File: src/rtl/fc_event_fifo.sv
// fc_event_fifo: buffers FC event IDs from the SoC event stream and exposes
// them to software through an APB pop register with a threshold interrupt.
module fc_event_fifo #(
  parameter int unsigned EVNT_WIDTH     = 8,
  parameter int unsigned FIFO_DEPTH     = 8,
  parameter int unsigned APB_ADDR_WIDTH = 12
) (
  input  logic                      HCLK,
  input  logic                      HRESETn,
  input  logic                      event_valid_i,
  input  logic [EVNT_WIDTH-1:0]     event_data_i,
  output logic                      event_ready_o,
  input  logic [APB_ADDR_WIDTH-1:0] PADDR,
  input  logic [31:0]               PWDATA,
  input  logic                      PWRITE,
  input  logic                      PSEL,
  input  logic                      PENABLE,
  output logic [31:0]               PRDATA,
  output logic                      PREADY,
  output logic                      PSLVERR,
  output logic                      irq_o
);

  localparam int unsigned PW = $clog2(FIFO_DEPTH);
  localparam int unsigned CW = PW + 1;

  localparam logic [2:0] REG_POP    = 3'd0;
  localparam logic [2:0] REG_STATUS = 3'd1;
  localparam logic [2:0] REG_CTRL   = 3'd2;
  localparam logic [2:0] REG_FLUSH  = 3'd3;
  localparam logic [2:0] REG_DROP   = 3'd4;

  logic [EVNT_WIDTH-1:0] mem [FIFO_DEPTH];
  logic [PW-1:0]         wr_ptr;
  logic [PW-1:0]         rd_ptr;
  logic [CW-1:0]         count;
  logic [CW-1:0]         count_next;
  logic                  enable;
  logic                  irq_en;
  logic [7:0]            threshold;
  logic [7:0]            thr_eff;
  logic [15:0]           drop_cnt;
  logic                  irq_next;
  logic [2:0]            reg_sel;
  logic                  access;
  logic                  rd_access;
  logic                  wr_access;
  logic                  empty;
  logic                  full;
  logic                  flush;
  logic                  pop;
  logic                  push;
  logic                  drop;
  logic [EVNT_WIDTH-1:0] head;
  logic                  unused_bits;

  assign unused_bits = ^{PADDR[APB_ADDR_WIDTH-1:5], PADDR[1:0], PWDATA[31:16], PWDATA[7:2]};
  assign PREADY      = 1'b1;

  // Access decode, handshake and next-count computation
  always_comb begin
    reg_sel    = PADDR[4:2];
    access     = PSEL & PENABLE;
    rd_access  = access & ~PWRITE;
    wr_access  = access & PWRITE;
    empty      = (count == '0);
    full       = (count == CW'(FIFO_DEPTH));
    event_ready_o = ~enable | ~full;
    flush      = wr_access & (reg_sel == REG_FLUSH) & PWDATA[0];
    pop        = rd_access & (reg_sel == REG_POP) & ~empty;
    push       = event_valid_i & event_ready_o & enable & ~flush;
    drop       = event_valid_i & event_ready_o & (~enable | flush);
    count_next = flush ? '0 : (count + CW'(push) - CW'(pop));
    thr_eff    = (threshold == 8'd0) ? 8'd1 : threshold;
    irq_next   = irq_en & (8'(count_next) >= thr_eff);
    head       = empty ? '0 : mem[rd_ptr];
  end

  // Read mux, decoded from the address alone so idle reads are defined
  always_comb begin
    PRDATA  = 32'h0;
    PSLVERR = access & (reg_sel > REG_DROP);
    case (reg_sel)
      REG_POP:    PRDATA = {~empty, 7'b0, 8'(count), 16'(head)};
      REG_STATUS: PRDATA = {16'h0, 8'(count), 6'b0, full, empty};
      REG_CTRL:   PRDATA = {16'h0, threshold, 6'b0, irq_en, enable};
      REG_DROP:   PRDATA = {16'h0, drop_cnt};
      default:    PRDATA = 32'h0;
    endcase
  end

  // FIFO pointers, occupancy and interrupt level
  always_ff @(posedge HCLK or negedge HRESETn) begin
    if (!HRESETn) begin
      wr_ptr <= '0;
      rd_ptr <= '0;
      count  <= '0;
      irq_o  <= 1'b0;
    end else begin
      count <= count_next;
      irq_o <= irq_next;
      if (flush) begin
        wr_ptr <= '0;
        rd_ptr <= '0;
      end else begin
        if (push) wr_ptr <= wr_ptr + PW'(1);
        if (pop)  rd_ptr <= rd_ptr + PW'(1);
      end
    end
  end

  // Software control register
  always_ff @(posedge HCLK or negedge HRESETn) begin
    if (!HRESETn) begin
      enable    <= 1'b1;
      irq_en    <= 1'b0;
      threshold <= 8'd1;
    end else if (wr_access && (reg_sel == REG_CTRL)) begin
      enable    <= PWDATA[0];
      irq_en    <= PWDATA[1];
      threshold <= PWDATA[15:8];
    end
  end

  // Saturating count of discarded events; any write clears it
  always_ff @(posedge HCLK or negedge HRESETn) begin
    if (!HRESETn) begin
      drop_cnt <= 16'h0;
    end else if (wr_access && (reg_sel == REG_DROP)) begin
      drop_cnt <= 16'h0;
    end else if (drop && (drop_cnt != 16'hFFFF)) begin
      drop_cnt <= drop_cnt + 16'd1;
    end
  end

  // Event storage; contents are only meaningful below count
  always_ff @(posedge HCLK) begin
    if (push) mem[wr_ptr] <= event_data_i;
  end

endmodule

File: config.mk
export PLATFORM = sky130hd
export DESIGN_NAME = fc_event_fifo
export DESIGN_NICKNAME = d
export VERILOG_FILES = /design/src/rtl/fc_event_fifo.sv
export SDC_FILE = /design/constraint.sdc
export NUM_CORES = 1
export LEC_CHECK = 0
export BUFFER_PORTS_ARGS = -buffer_cell sky130_fd_sc_hd__buf_2
export CAP_MARGIN = 20
export CORE_ASPECT_RATIO = 2
export CORE_MARGIN = 2
export CORE_UTILIZATION = 55
export DETAILED_ROUTE_END_ITERATION = 6
export GPL_TIMING_DRIVEN = 0
export PLACE_DENSITY = 0.86
export SKIP_LAST_GASP = 1
export SYNTH_ARGS = -nofsm -noshare
export SYNTH_HDL_FRONTEND = slang
export SYNTH_SLANG_ARGS = --single-unit
File: constraint.sdc
create_clock -name HCLK -period 3.7 [get_ports HCLK]
set_input_delay 1.11 -clock HCLK [delete_from_list [all_inputs] [get_ports HCLK]]
set_output_delay 1.11 -clock HCLK [all_outputs]
set_load 0.01 [all_outputs]
* Word-level counts from Yosys, hierarchy flattened
Memory sizes are Yosys's and may differ from the RTL's.
Cells that the tools add are included.
** Cells by class
- Order comparisons :: 2
- Equality and inequality tests :: 6
- Muxes and demuxes :: 12
- Reduce and logical (&&, ||, !) cells :: 9
- $add $sub $neg :: 5
- Bitwise gates (word level) :: 20
** Operators with widths (number)
- $pmux 32 s4 :: 1
- $mux 16 :: 2
- $add 16x1->16 const B :: 1
- $mux 8 :: 2
- $ne 16x16->1 const B :: 1
- $and 1x1->1 :: 13
- $mux 3 :: 4
- $ge 4x8->1 :: 1
- $logic_not 8->1 :: 1
- $add 3x1->3 const B :: 2
- $eq 3x2->1 const B :: 2
- $reduce_bool 2->1 :: 3
- $not 1->1 :: 5
- $add 4x1->4 :: 1
- $eq 4x4->1 const B :: 1
- $logic_not 4->1 :: 1
- $mux 4 :: 1
- $sub 4x1->4 :: 1
- $eq 3x1->1 const B :: 1
- $eq 3x3->1 const B :: 1
- $gt 3x3->1 const B :: 1
- $logic_and 1x1->1 :: 3
- $logic_not 3->1 :: 1
- $mux 1 :: 2
- $or 1x1->1 :: 2
** Word-level totals
- Register bits :: 37
- Logic and storage cells :: 63
- Output and inout bits :: 36
- Bits in writable memories :: 64
- Memories :: 1
- Input bits :: 58
** Memories
- mem :: words 8, width 8, rd ports 1, clocked after memory_dff 0, wr ports 1, line 33 : logic [EVNT_WIDTH-1:0] mem [FIFO_DEPTH];

* Depth between registers and ports, before layout
- Word-level depth :: 11
- Gate-level depth with buffers :: 17
- Gate-level depth less buffers :: 16

* Worst setup path before layout
No wires, ideal clock.
- Kind :: input to register
- Start :: in PADDR[2]
- End :: reg irq_o
- Library setup time :: 119 ps
- Path slack :: -272 ps
- Path buffers :: 1
- Stages :: 13
- Required time :: 3581 ps
- Arrival time :: 3853 ps
- Cells stage by stage :: buf_6 -> or3_4 -> a2111oi_4 -> ha_1 -> inv_1 -> ha_1 -> fa_1 -> and2_1 -> ha_1 -> a21o_1 -> a21o_1 -> a21oi_1 -> nor2_1
** On the way
- Word-level cells in the longest chain between the ends :: 10
- Elaborated cells between the ends (all ways) :: 13
- Classes of those cells :: 2 x add/sub; 1 x order compare; 1 x eq/ne; 1 x mux; 7 x bitwise; 1 x reduce/logical
** RTL lines
- start: declaration :: line 13 : input logic [APB_ADDR_WIDTH-1:0] PADDR,
- $eq 3x2->1 :: line 69 : flush = wr_access & (reg_sel == REG_FLUSH) & PWDATA[0];
- $and 1x1->1 (2 in a row) :: line 69
- $not 1->1 :: line 71 : push = event_valid_i & event_ready_o & enable & ~flush;
- $and 1x1->1 :: line 71
- $add 4x1->4 :: line 73 : count_next = flush ? '0 : (count + CW'(push) - CW'(pop));
- $sub 4x1->4 :: line 73
- $mux 4 * :: line 73
- named net count_next[1] :: line 37 : logic [CW-1:0] count_next;
- $ge 4x8->1 * :: line 75 : irq_next = irq_en & (8'(count_next) >= thr_eff);
- $and 1x1->1 * :: line 75
- named net irq_next :: line 43 : logic irq_next;
- end signal: assignment :: line 101 : irq_o <= irq_next;
- end: declaration :: line 21 : output logic irq_o
The timed path passes the listed nets; every way through them passes the cells marked *.
A chain may end at the register's enable or synchronous reset.

* Final worst setup path
Same ends and word-level chain as after synthesis.

==> qor.yml <==
yosys:
  netlist_instances: 368
  synth_flop_cell: "edfxtp_1"
  netlist_area_sq_mm: 0.00490
  synth_area_per_cell_sq_um: 13.3
  ys_ff_latch: 101
  ys_warn_count: 0
  synthDistinctLibCells: 51
  synth-seq-area-share_pct: 58.2
  async_reset_ff_share_pct: 36.6
  synth-edff-count: 64
routing:
  routedWlPerCell_um: 19.0
  ant_nets: 0
  drt-initial-drc-count: 250
  highest_layer: "met4"
  vias: 3213
  drc: 0
  wl_met2_mm: 6.02
  wirelength_mm: 10.4
  wl_met3_um: 467
  dr.pass1.iters: 4
  viasPerCell: 5.87
  m1WireLength_mm: 3.58
floorplan:
  initial_core_util_pct: 56.6
  num_rows: 48
  io_pins: 94
  dieArea_sq_mm: 0.00972
  fp.dieH_um: 137
  core_sq_mm: 0.00865
  dieWidth_um: 70.7
final_layout:
  final_cell_mix: "64 x edfxtp_1, 55 x buf_2, 38 x nor2_1"
  multi_input_area_sq_mm: 0.00189
  fillers: 634
  fin_nets: 514
  drive_above_1_share_pct: 27.7
  diodes: 0
  final_common_cell: "edfxtp_1"
  seqCellArea_sq_mm: 0.00285
  area_growth_pct: 14.9
timing:
  clock.fmax_mhz: 280
  rsz0062_at_grt: "true"
  tns_ns: 0
  setup_viol: 0
  slew_violations: 0
  relSlewSlack_pct: 38.4
  clock_skew_ns: 0.0108
  worstMarginPinSlew_ns: 0.920
  final_hold_viol_count: 0
  min_period_ns: 3.58
  period_share_pct: 96.7
status:
  outcome: "complete, no violations"
worst_hold_path:
  hp-class: "reg -> reg"
power_and_ir_drop:
  finalPower_w: 0.00343
  power.density_mw_per_mm2: 610
  p_leak_nw: 2.23
  peakVddDrop_v: 0.000462
clock_network:
  clock_latency_ns: 0.36
  ctsLongestPathBuffers: 2
  cts_root_buf: "clkbuf_16"
  cts_sinks: 101
  cts_buffers: 9
  cts_tree: "built"
  clk_pin_slew_ns: 0.07
  h-tree-depth: 3
job:
  maxCapViolCount: 0
setup_path:
  critical_path_class: "in -> reg"
  cp.arrival_ns: 3.82
  endpoint_kind: "register"
  critPathRequiredTime_ns: 3.95
  startpoint_type: "input port"
  crit_fanout: 10
grt:
  grt_usage_pct: 22.9
  grt_pass1_wl_mm: 16.5
  grt_antenna_before_repair: 0
  grt_pass1_vias: 3340
  grt_max_degree: 38
  grt-ovfl-total: 0
placement:
  io_buffer_count: 50
  dp_hpwl_mm: 7.72
  gp_congestion: 0.876
critical path: stages:
cell       delay [ns]
buf_2            0.12
buf_6            0.13
or3_4            0.36
a2111oi_4        0.24
ha_1             0.29
inv_1            0.06
ha_2             0.18
fa_1             0.40
and2_1           0.17
ha_1             0.27
a21o_1           0.15
a21o_1           0.18
a21oi_2          0.11
nor2_1           0.05
state kept, by name, indices dropped and copies added (netlist names):
| register | flops |
|---|---|
| count | 4 |
| mem | 64 |
| enable | 1 |
| wr_ptr | 3 |
| rd_ptr | 3 |
| drop_cnt | 16 |
| irq_o | 1 |
| irq_en | 1 |
| threshold | 8 |
final timing paths:
check | slack (ns) | cells past startpoint | end | from
setup reg to reg | 0.18 | 16 | irq_o$_DFF_PN0_ | count[2]$_DFF_PN0_
max in group asynchronous | 2.28 | 1 | threshold[6]$_DFFE_PN0P_ | HRESETn
setup / recovery | 0.12 | 14 | irq_o$_DFF_PN0_ | PADDR[2]
hold reg to reg | 0.57 | 1 | threshold[6]$_DFFE_PN0P_ | threshold[6]$_DFFE_PN0P_
hold / removal | 0.57 | 1 | threshold[6]$_DFFE_PN0P_ | threshold[6]$_DFFE_PN0P_
min in group asynchronous | 0.87 | 1 | wr_ptr[0]$_DFFE_PN0P_ | HRESETn
layer usage:
metal,global-route usage [%],vias to the layer above
li1,-,1488
met1,23.7,1606
met2,42.7,96
met3,4.46,23
met4,11.8,0
met5,0,-
final cells by class:
type                       count  share of cell area, %
multi-input combinational    238                   33.5
buffer                        29                   3.05
tap                          100                   2.22
inverter                      10                  0.667
timing repair buffer          53                   4.76
clock buffer                   9                   4.00
clock inverter                 7                   1.13
sequential                   101                   50.6
Yosys cell counts, types with 12 or more instances:
master	count	area (sq um)
nand2_1	24	90.1
dfrtp_1	35	876
edfxtp_1	64	1920
buf_4	12	90.1
mux4_2	16	360
ha_1	13	163
nor2_1	38	143
xnor2_1	15	131
what timing repair did:
item | in CTS | in global routing
setup endpoints to repair | 2 | 3
gates resized for setup | 2 | 3
setup buffers | 1 | 0
hold buffers | 0 | 0
pin swaps | 2 | 1
endpoints found under the hold margin | 0 | 0
where the power goes:
| part | switching (W) | internal [W] |
|---|---|---|
| clock | 0.000441 | 0.000473 |
| combinational | 0.000514 | 0.000482 |
| sequential | 0.000161 | 0.00136 |
| total | 0.00112 | 0.00232 |
cell families after synthesis:
| logic type | after synthesis | share of synthesized area, % |
|---|---|---|
| XOR/XNOR | 17 | 3.04 |
| AO/OA/AOI/OAI | 34 | 5.19 |
| adder cells (fa/ha/maj) | 14 | 3.73 |
| multiplexers | 38 | 12.2 |
| other | 2 | 0.153 |
| flip-flops | 101 | 58.2 |
| AND/OR/NAND/NOR | 123 | 13.4 |
| buffers and inverters | 39 | 4.16 |
through the flow:
| stage | cell area (sq um) | hold WS [ns] | cells | util (%) | setup slack [ns] |
|---|---|---|---|---|---|
| global route | 5630 | 0.591 | 547 | 65.1 | -0.00850 |
| floorplan | 4940 | 0.491 | 378 | - | -0.0546 |
| CTS | 5620 | 0.572 | 547 | 65.0 | -0.0122 |
| global placement | 5310 | 0.543 | 528 | 61.4 | -0.324 |
| detailed placement | 5320 | 0.555 | 530 | 61.5 | -0.396 |
| finish | 5630 | 0.572 | 547 | 65.1 | 0.123 |
Note: power is estimated with default switching activity, not from simulation.
